## config.mk

```make
export PLATFORM = sky130hd
export DESIGN_NAME = wlan_scrambler_par
export DESIGN_NICKNAME = d
export VERILOG_FILES = /design/src/rtl/wlan_scrambler_par.sv
export SDC_FILE = /design/constraint.sdc
export NUM_CORES = 1
export LEC_CHECK = 0
export BUFFER_PORTS_ARGS = -buffer_cell sky130_fd_sc_hd__buf_2
export CAP_MARGIN = 10
export CORE_UTILIZATION = 63
export CTS_CLUSTER_SIZE = 24
export DETAILED_ROUTE_END_ITERATION = 8
export GPL_ROUTABILITY_DRIVEN = 0
export PLACE_DENSITY_LB_ADDON = 0.1
export SKIP_LAST_GASP = 1
export SLEW_MARGIN = 25
export SYNTH_ARGS = -nofsm -noshare
export SYNTH_HDL_FRONTEND = slang
export SYNTH_SLANG_ARGS = --single-unit
```

## constraint.sdc

```tcl
create_clock -name clk -period 10.05 [get_ports clk]
set_input_delay 0.5025 -clock clk [delete_from_list [all_inputs] [get_ports clk]]
set_output_delay 0.5025 -clock clk [all_outputs]
set_load 0.02 [all_outputs]
```

## src/rtl/wlan_scrambler_par.sv

```systemverilog
// DW-bit-per-beat 802.11a scrambler/descrambler (x^7+x^4+1) with framing, handshakes and seed recovery.
// Define SCR_BYPASS_EN to add a per-frame bypass input that passes data through unscrambled.
module wlan_scrambler_par #(
  parameter int         DW           = 4,
  parameter int         LEN_W        = 16,
  parameter logic [6:0] SEED_DEFAULT = 7'h7F
) (
  input  logic             clk,
  input  logic             reset,
  input  logic             start,
  input  logic             mode,
  input  logic [6:0]       seed_in,
  input  logic [LEN_W-1:0] frame_len,
  input  logic             in_valid,
  output logic             in_ready,
  input  logic [DW-1:0]    in_data,
  output logic             out_valid,
  input  logic             out_ready,
  output logic [DW-1:0]    out_data,
  output logic             out_last,
  output logic             busy,
  output logic [6:0]       seed_out,
  output logic             seed_valid
`ifdef SCR_BYPASS_EN
  ,
  input  logic             bypass
`endif
);

  localparam logic [LEN_W-1:0] LEN_ONE = {{(LEN_W-1){1'b0}}, 1'b1};

  typedef enum logic {
    IDLE = 1'b0,
    RUN  = 1'b1
  } state_t;

  state_t           state_r;
  state_t           state_nxt_s;
  logic             start_ok_s;
  logic             mode_r;
  logic [LEN_W-1:0] len_r;
  logic [LEN_W-1:0] cnt_r;
  logic [2:0]       rec_r;
  logic [6:0]       s_r;
  logic             out_valid_r;
  logic [DW-1:0]    out_data_r;
  logic             out_last_r;
  logic [6:0]       seed_out_r;
  logic             seed_valid_r;
  logic             bypass_r;
  logic             bypass_start_s;

  logic             busy_s;
  logic             in_ready_s;
  logic             accept_s;
  logic             last_beat_s;

  logic [6:0]       s_v;
  logic [2:0]       rec_v;
  logic             fb_v;
  logic [DW-1:0]    dout_s;
  logic [6:0]       s_nxt_s;
  logic [6:0]       seed_cap_s;
  logic             seed_hit_s;

  assign busy_s      = (state_r == RUN) || out_valid_r;
  assign in_ready_s  = (state_r == RUN) && (!out_valid_r || out_ready);
  assign accept_s    = in_valid && in_ready_s;
  assign last_beat_s = (cnt_r == (len_r - LEN_ONE));

`ifdef SCR_BYPASS_EN
  assign bypass_start_s = bypass;

  // Bypass flag captured for the duration of a frame.
  always_ff @(posedge clk) begin
    if (reset) begin
      bypass_r <= 1'b0;
    end else if (start_ok_s) begin
      bypass_r <= bypass;
    end else begin
      bypass_r <= bypass_r;
    end
  end
`else
  assign bypass_start_s = 1'b0;
  assign bypass_r       = 1'b0;
`endif

  // FSM state register.
  always_ff @(posedge clk) begin
    if (reset) begin
      state_r <= IDLE;
    end else begin
      state_r <= state_nxt_s;
    end
  end

  // FSM next-state: starts are honoured only when fully idle with a non-empty frame.
  always_comb begin
    state_nxt_s = state_r;
    start_ok_s  = 1'b0;
    case (state_r)
      IDLE: begin
        if (start && !busy_s && (frame_len != {LEN_W{1'b0}})) begin
          start_ok_s  = 1'b1;
          state_nxt_s = RUN;
        end else begin
          state_nxt_s = IDLE;
        end
      end
      RUN: begin
        if (accept_s && last_beat_s) begin
          state_nxt_s = IDLE;
        end else begin
          state_nxt_s = RUN;
        end
      end
      default: begin
        state_nxt_s = IDLE;
      end
    endcase
  end

  // Unrolled per-bit recursion; recovery bits shift the received bit in and emit 0.
  always_comb begin
    s_v        = s_r;
    rec_v      = rec_r;
    fb_v       = 1'b0;
    dout_s     = {DW{1'b0}};
    seed_cap_s = s_r;
    for (int i = 0; i < DW; i++) begin
      if (bypass_r) begin
        dout_s[i] = in_data[i];
      end else if (mode_r && (rec_v != 3'd7)) begin
        dout_s[i]  = 1'b0;
        s_v        = {s_v[5:0], in_data[i]};
        rec_v      = rec_v + 3'd1;
        seed_cap_s = s_v;
      end else begin
        fb_v      = s_v[6] ^ s_v[3];
        dout_s[i] = in_data[i] ^ fb_v;
        s_v       = {s_v[5:0], fb_v};
      end
    end
    s_nxt_s    = bypass_r ? s_r : s_v;
    seed_hit_s = mode_r && !bypass_r && (rec_r != 3'd7) && (rec_v == 3'd7);
  end

  // Frame context, scrambler state, seed reporting and output register.
  always_ff @(posedge clk) begin
    if (reset) begin
      mode_r       <= 1'b0;
      len_r        <= {LEN_W{1'b0}};
      cnt_r        <= {LEN_W{1'b0}};
      rec_r        <= 3'd0;
      s_r          <= SEED_DEFAULT;
      seed_out_r   <= SEED_DEFAULT;
      seed_valid_r <= 1'b0;
      out_valid_r  <= 1'b0;
      out_data_r   <= {DW{1'b0}};
      out_last_r   <= 1'b0;
    end else begin
      seed_valid_r <= 1'b0;
      if (start_ok_s) begin
        mode_r <= mode;
        len_r  <= frame_len;
        cnt_r  <= {LEN_W{1'b0}};
        rec_r  <= 3'd0;
        if (bypass_start_s) begin
          s_r <= s_r;
        end else if (mode) begin
          s_r <= 7'h00;
        end else begin
          s_r          <= seed_in;
          seed_out_r   <= seed_in;
          seed_valid_r <= 1'b1;
        end
      end else if (accept_s) begin
        s_r   <= s_nxt_s;
        cnt_r <= cnt_r + LEN_ONE;
        rec_r <= rec_v;
        if (seed_hit_s) begin
          seed_out_r   <= seed_cap_s;
          seed_valid_r <= 1'b1;
        end else begin
          seed_out_r <= seed_out_r;
        end
      end else begin
        s_r <= s_r;
      end

      if (accept_s) begin
        out_valid_r <= 1'b1;
        out_data_r  <= dout_s;
        out_last_r  <= last_beat_s;
      end else if (out_ready) begin
        out_valid_r <= 1'b0;
      end else begin
        out_valid_r <= out_valid_r;
      end
    end
  end

  assign in_ready   = in_ready_s;
  assign out_valid  = out_valid_r;
  assign out_data   = out_data_r;
  assign out_last   = out_last_r;
  assign busy       = busy_s;
  assign seed_out   = seed_out_r;
  assign seed_valid = seed_valid_r;

endmodule

```

==> results.yml <==
sta:
  grt_setup_unrepaired: "no"
  finalSetupViolCount: 0
  worst_pin_slew_ns: 0.8847
  slew_headroom_pct: 40.80
  finalHoldWorstSlack_ns: 0.4185
  timing.final.crit_share_pct: 67.09
  final.min_clock_period_ns: 6.743
  layout_setup_ws_ns: 3.307
  finClkSkew_ns: 0.007201
  max_clock_freq_ghz: 0.1483
  hold_violations: 0
  setup-tns-final_ns: 0
  slew_viol_final: 0
critical_path:
  reg2reg_setup_slack_ns: 3.31
  critical_path.slowest_cell: "nor2b_1"
  path_cells: "ha_1 > ha_1 > nor2b_1 > mux2_2 > ha_1 > ha_1 > nand2b_1 > o221a_2 > ha_1 > ha_1 > nor2b_1 > nand2_1 > nand2_1 > ha_1 > ha_1 > nand2b_1 > nor2_1 > a211o_1 > o32ai_4 > o311a_1 > o21ai_1"
  timing.critical_path.arrival_ns: 6.96
  critical_path.endpoint_type: "flip-flop"
  timing.rr.start: "rec_r[0]"
  critical-path-top-cell-by-count: "ha_1"
  worstSetupStartpoint: "rec_r[0]"
  worst_r2r_endpoint: "seed_out[0]"
  cpPeakStageDelay_ns: 0.65
  crit_fanout: 18
  ff2ff_path_depth: 21
  worst_ep_required_time_ns: 10.27
  worst-setup-path-type: "reg -> reg"
  worst_setup_path_start_kind: "flip-flop"
power:
  power_dens_cells_nw_per_um2: 152.6
  vdd_ir_drop_max_mv: 0.1742
  p_leak_nw: 1.646
clocking:
  htreeDepth: 3
  cts_resized: 0
  clk_pin_slew_worst_paths_ns: 0.06
  postCtsHoldBufs: 0
  cts_root_buf: "clkbuf_8"
  cts.path.max_buffers: 2
  tritoncts.num_buffers: 9
  clock_tree_from_tritoncts: "yes"
  worst_skew_pair.late_latency_ns: 0.34
  cts_post_setup_buffers_inserted: 0
  cts.sinks: 58
routing:
  drt-pass1-iter-count: 5
  met3WireLength_um: 852
  detail_route.wirelength.met1_um: 4434
  final_antenna_net_count: 0
  top_layer: "met4"
  via_per_instance_ratio: 6.288
  route.met2.wl_um: 4006
  drt_drc_violations_left: 0
  avgRoutedWirePerCell_um: 16.31
  detail_route.iter0.violations: 311
  drt-total-wl_um: 9445
  routed-via-count: 3641
worst_hold_path:
  worst_hold_depth: 3
  min_to: "len_r[13]"
  origin_of_the_worst_min_delay_path: "frame_len[13]"
  hold_class: "in -> reg"
placed_design:
  dp_hpwl_um: 6707
  port-buffer-count: 48
  pre_cts_ws_ns: 3.439
yosys:
  synthArstFlopShare_pct: 0
  synth.cell_area_um2: 3772
  yosys.cell_count.top_type: "nand2_1"
  synth_top_area_share_pct: 30.78
  synth.avg_cell_area_um2: 7.909
  synth_edf_count: 0
  synthesis.yosys.warnings: 0
  synth_commonest_cells: "68 x nand2_1, 58 x dfxtp_1, 47 x a21oi_1"
  syn_inst: 477
  postSynth.topFlopCell: "dfxtp_1"
  yosys_register_bits: 58
  synth_area_leader_cell: "dfxtp_1"
  ys_seq_area_share_pct: 30.78
  synth_area_leaders: "dfxtp_1 31%, nand2_1 6.8%, a21oi_1 6.2%"
  synthDistinctLibCells: 63
  synth_nets: 520
die:
  placementRows: 27
  initial_util_pct: 66.87
  io_pins: 49
  core_um2: 5642
  die-height_um: 79.38
  die_area_um2: 6301
  chipWidth_um: 79.38
global_routing:
  vias_in_the_first_global_route: 3335
  grt_overflow: 0
  grt_first_pass_wirelength_um: 16040
  largest_net_degree_at_the_start_of_global_routing: 47
  antenna_found_initial: 0
  grt_usage_pct: 32.82
status:
  status: "finished clean"
final_layout:
  area_of_the_multi_input_gates_um2: 2412
  register_area_um2: 1161
  finish.utilization_pct: 73.87
  layout.filler_cells: 437
  layout.nets: 545
  syn2layout_area_growth_pct: 10.48
  final_layout_size_suffix_gt1_share_pct: 15.19
  antenna_cells_inserted: 0
flow_run:
  timing.max_cap.violations: 0
## metrics by stage
stage          instances  instance area, um2  total power, mW
2_1_floorplan        477                3772           0.3632
6_report             579                4168           0.6361
5_1_grt              579                4168           0.6634
4_1_cts              579                4168           0.6334
3_5_place_dp         563                3949           0.3978
3_3_place_gp         563                3949           0.3939
## sequential cells by signal, indices dropped and copies added, names as in the netlist
signal,cells
state_r,1
cnt_r,16
mode_r,1
seed_out,7
out_valid,1
out_last,1
rec_r,3
seed_valid,1
len_r,16
s_r,7
out_data,4
## cell families after synthesis
logic type / synth area share (%)
compound gates: 22.29
mux: 1.957
flops: 30.78
fa+ha+maj: 3.317
buf+inv: 5.273
xor+xnor: 12.11
simple gates: 24.28
## layer usage
layer / global-route usage (%) / vias to the layer above
li1: - / 1756
met1: 47.31 / 1690
met2: 46.72 / 179
met3: 8.914 / 16
met4: 10.91 / 0
met5: 0 / -
## worst max-delay path, delay by kind of cell (launching register included)
| family | cells | cell delay [ns] |
|---|---|---|
| fa+ha+maj | 8 | 2.17 |
| flops | 1 | 0.41 |
| mux | 1 | 0.40 |
| compound gates | 5 | 1.55 |
| simple gates | 7 | 2.09 |
## worst max-delay path by stage
stage / slack (ns) / endpoint / depth (start not counted)
6_report: 3.31 / seed_out[0] / 21
5_1_grt: 2.77 / seed_out[0] / 21
2_1_floorplan: 4.50 / seed_out[5] / 27
3_5_place_dp: 3.44 / seed_out[0] / 21
4_1_cts: 3.36 / seed_out[0] / 21
3_3_place_gp: 3.73 / seed_out[0] / 21
## cell usage in the layout, fill, tap and decap left out, types with 8 or more instances in the layout
cell type,n
nand2_1,68
dfxtp_1,58
buf_2,48
a21oi_1,47
nor2_1,43
xor2_1,25
xnor2_1,22
nor3_1,13
nand2b_1,12
o21ai_0,11
a31oi_1,10
ha_1,10
clkbuf_8,10
inv_1,9
nand3_1,8
## cell type report
type                            count  share of cell area, %
Timing Repair Buffer               49                  5.944
Clock buffer                       11                  3.392
Clock inverter                      5                  1.861
Sequential cell                    58                  27.86
Multi-Input combinational cell    374                  57.88
Inverter                           10                 0.9006
Tap cell                           72                  2.162
## power by group
group	internal (mW)	leakage (nW)	switching, mW	total, mW
logic	0.0559	1.06	0.0797	0.136
clock network	0.146	0.109	0.0935	0.239
registers	0.242	0.474	0.0197	0.262
Note: power is estimated with default switching activity, not from simulation.
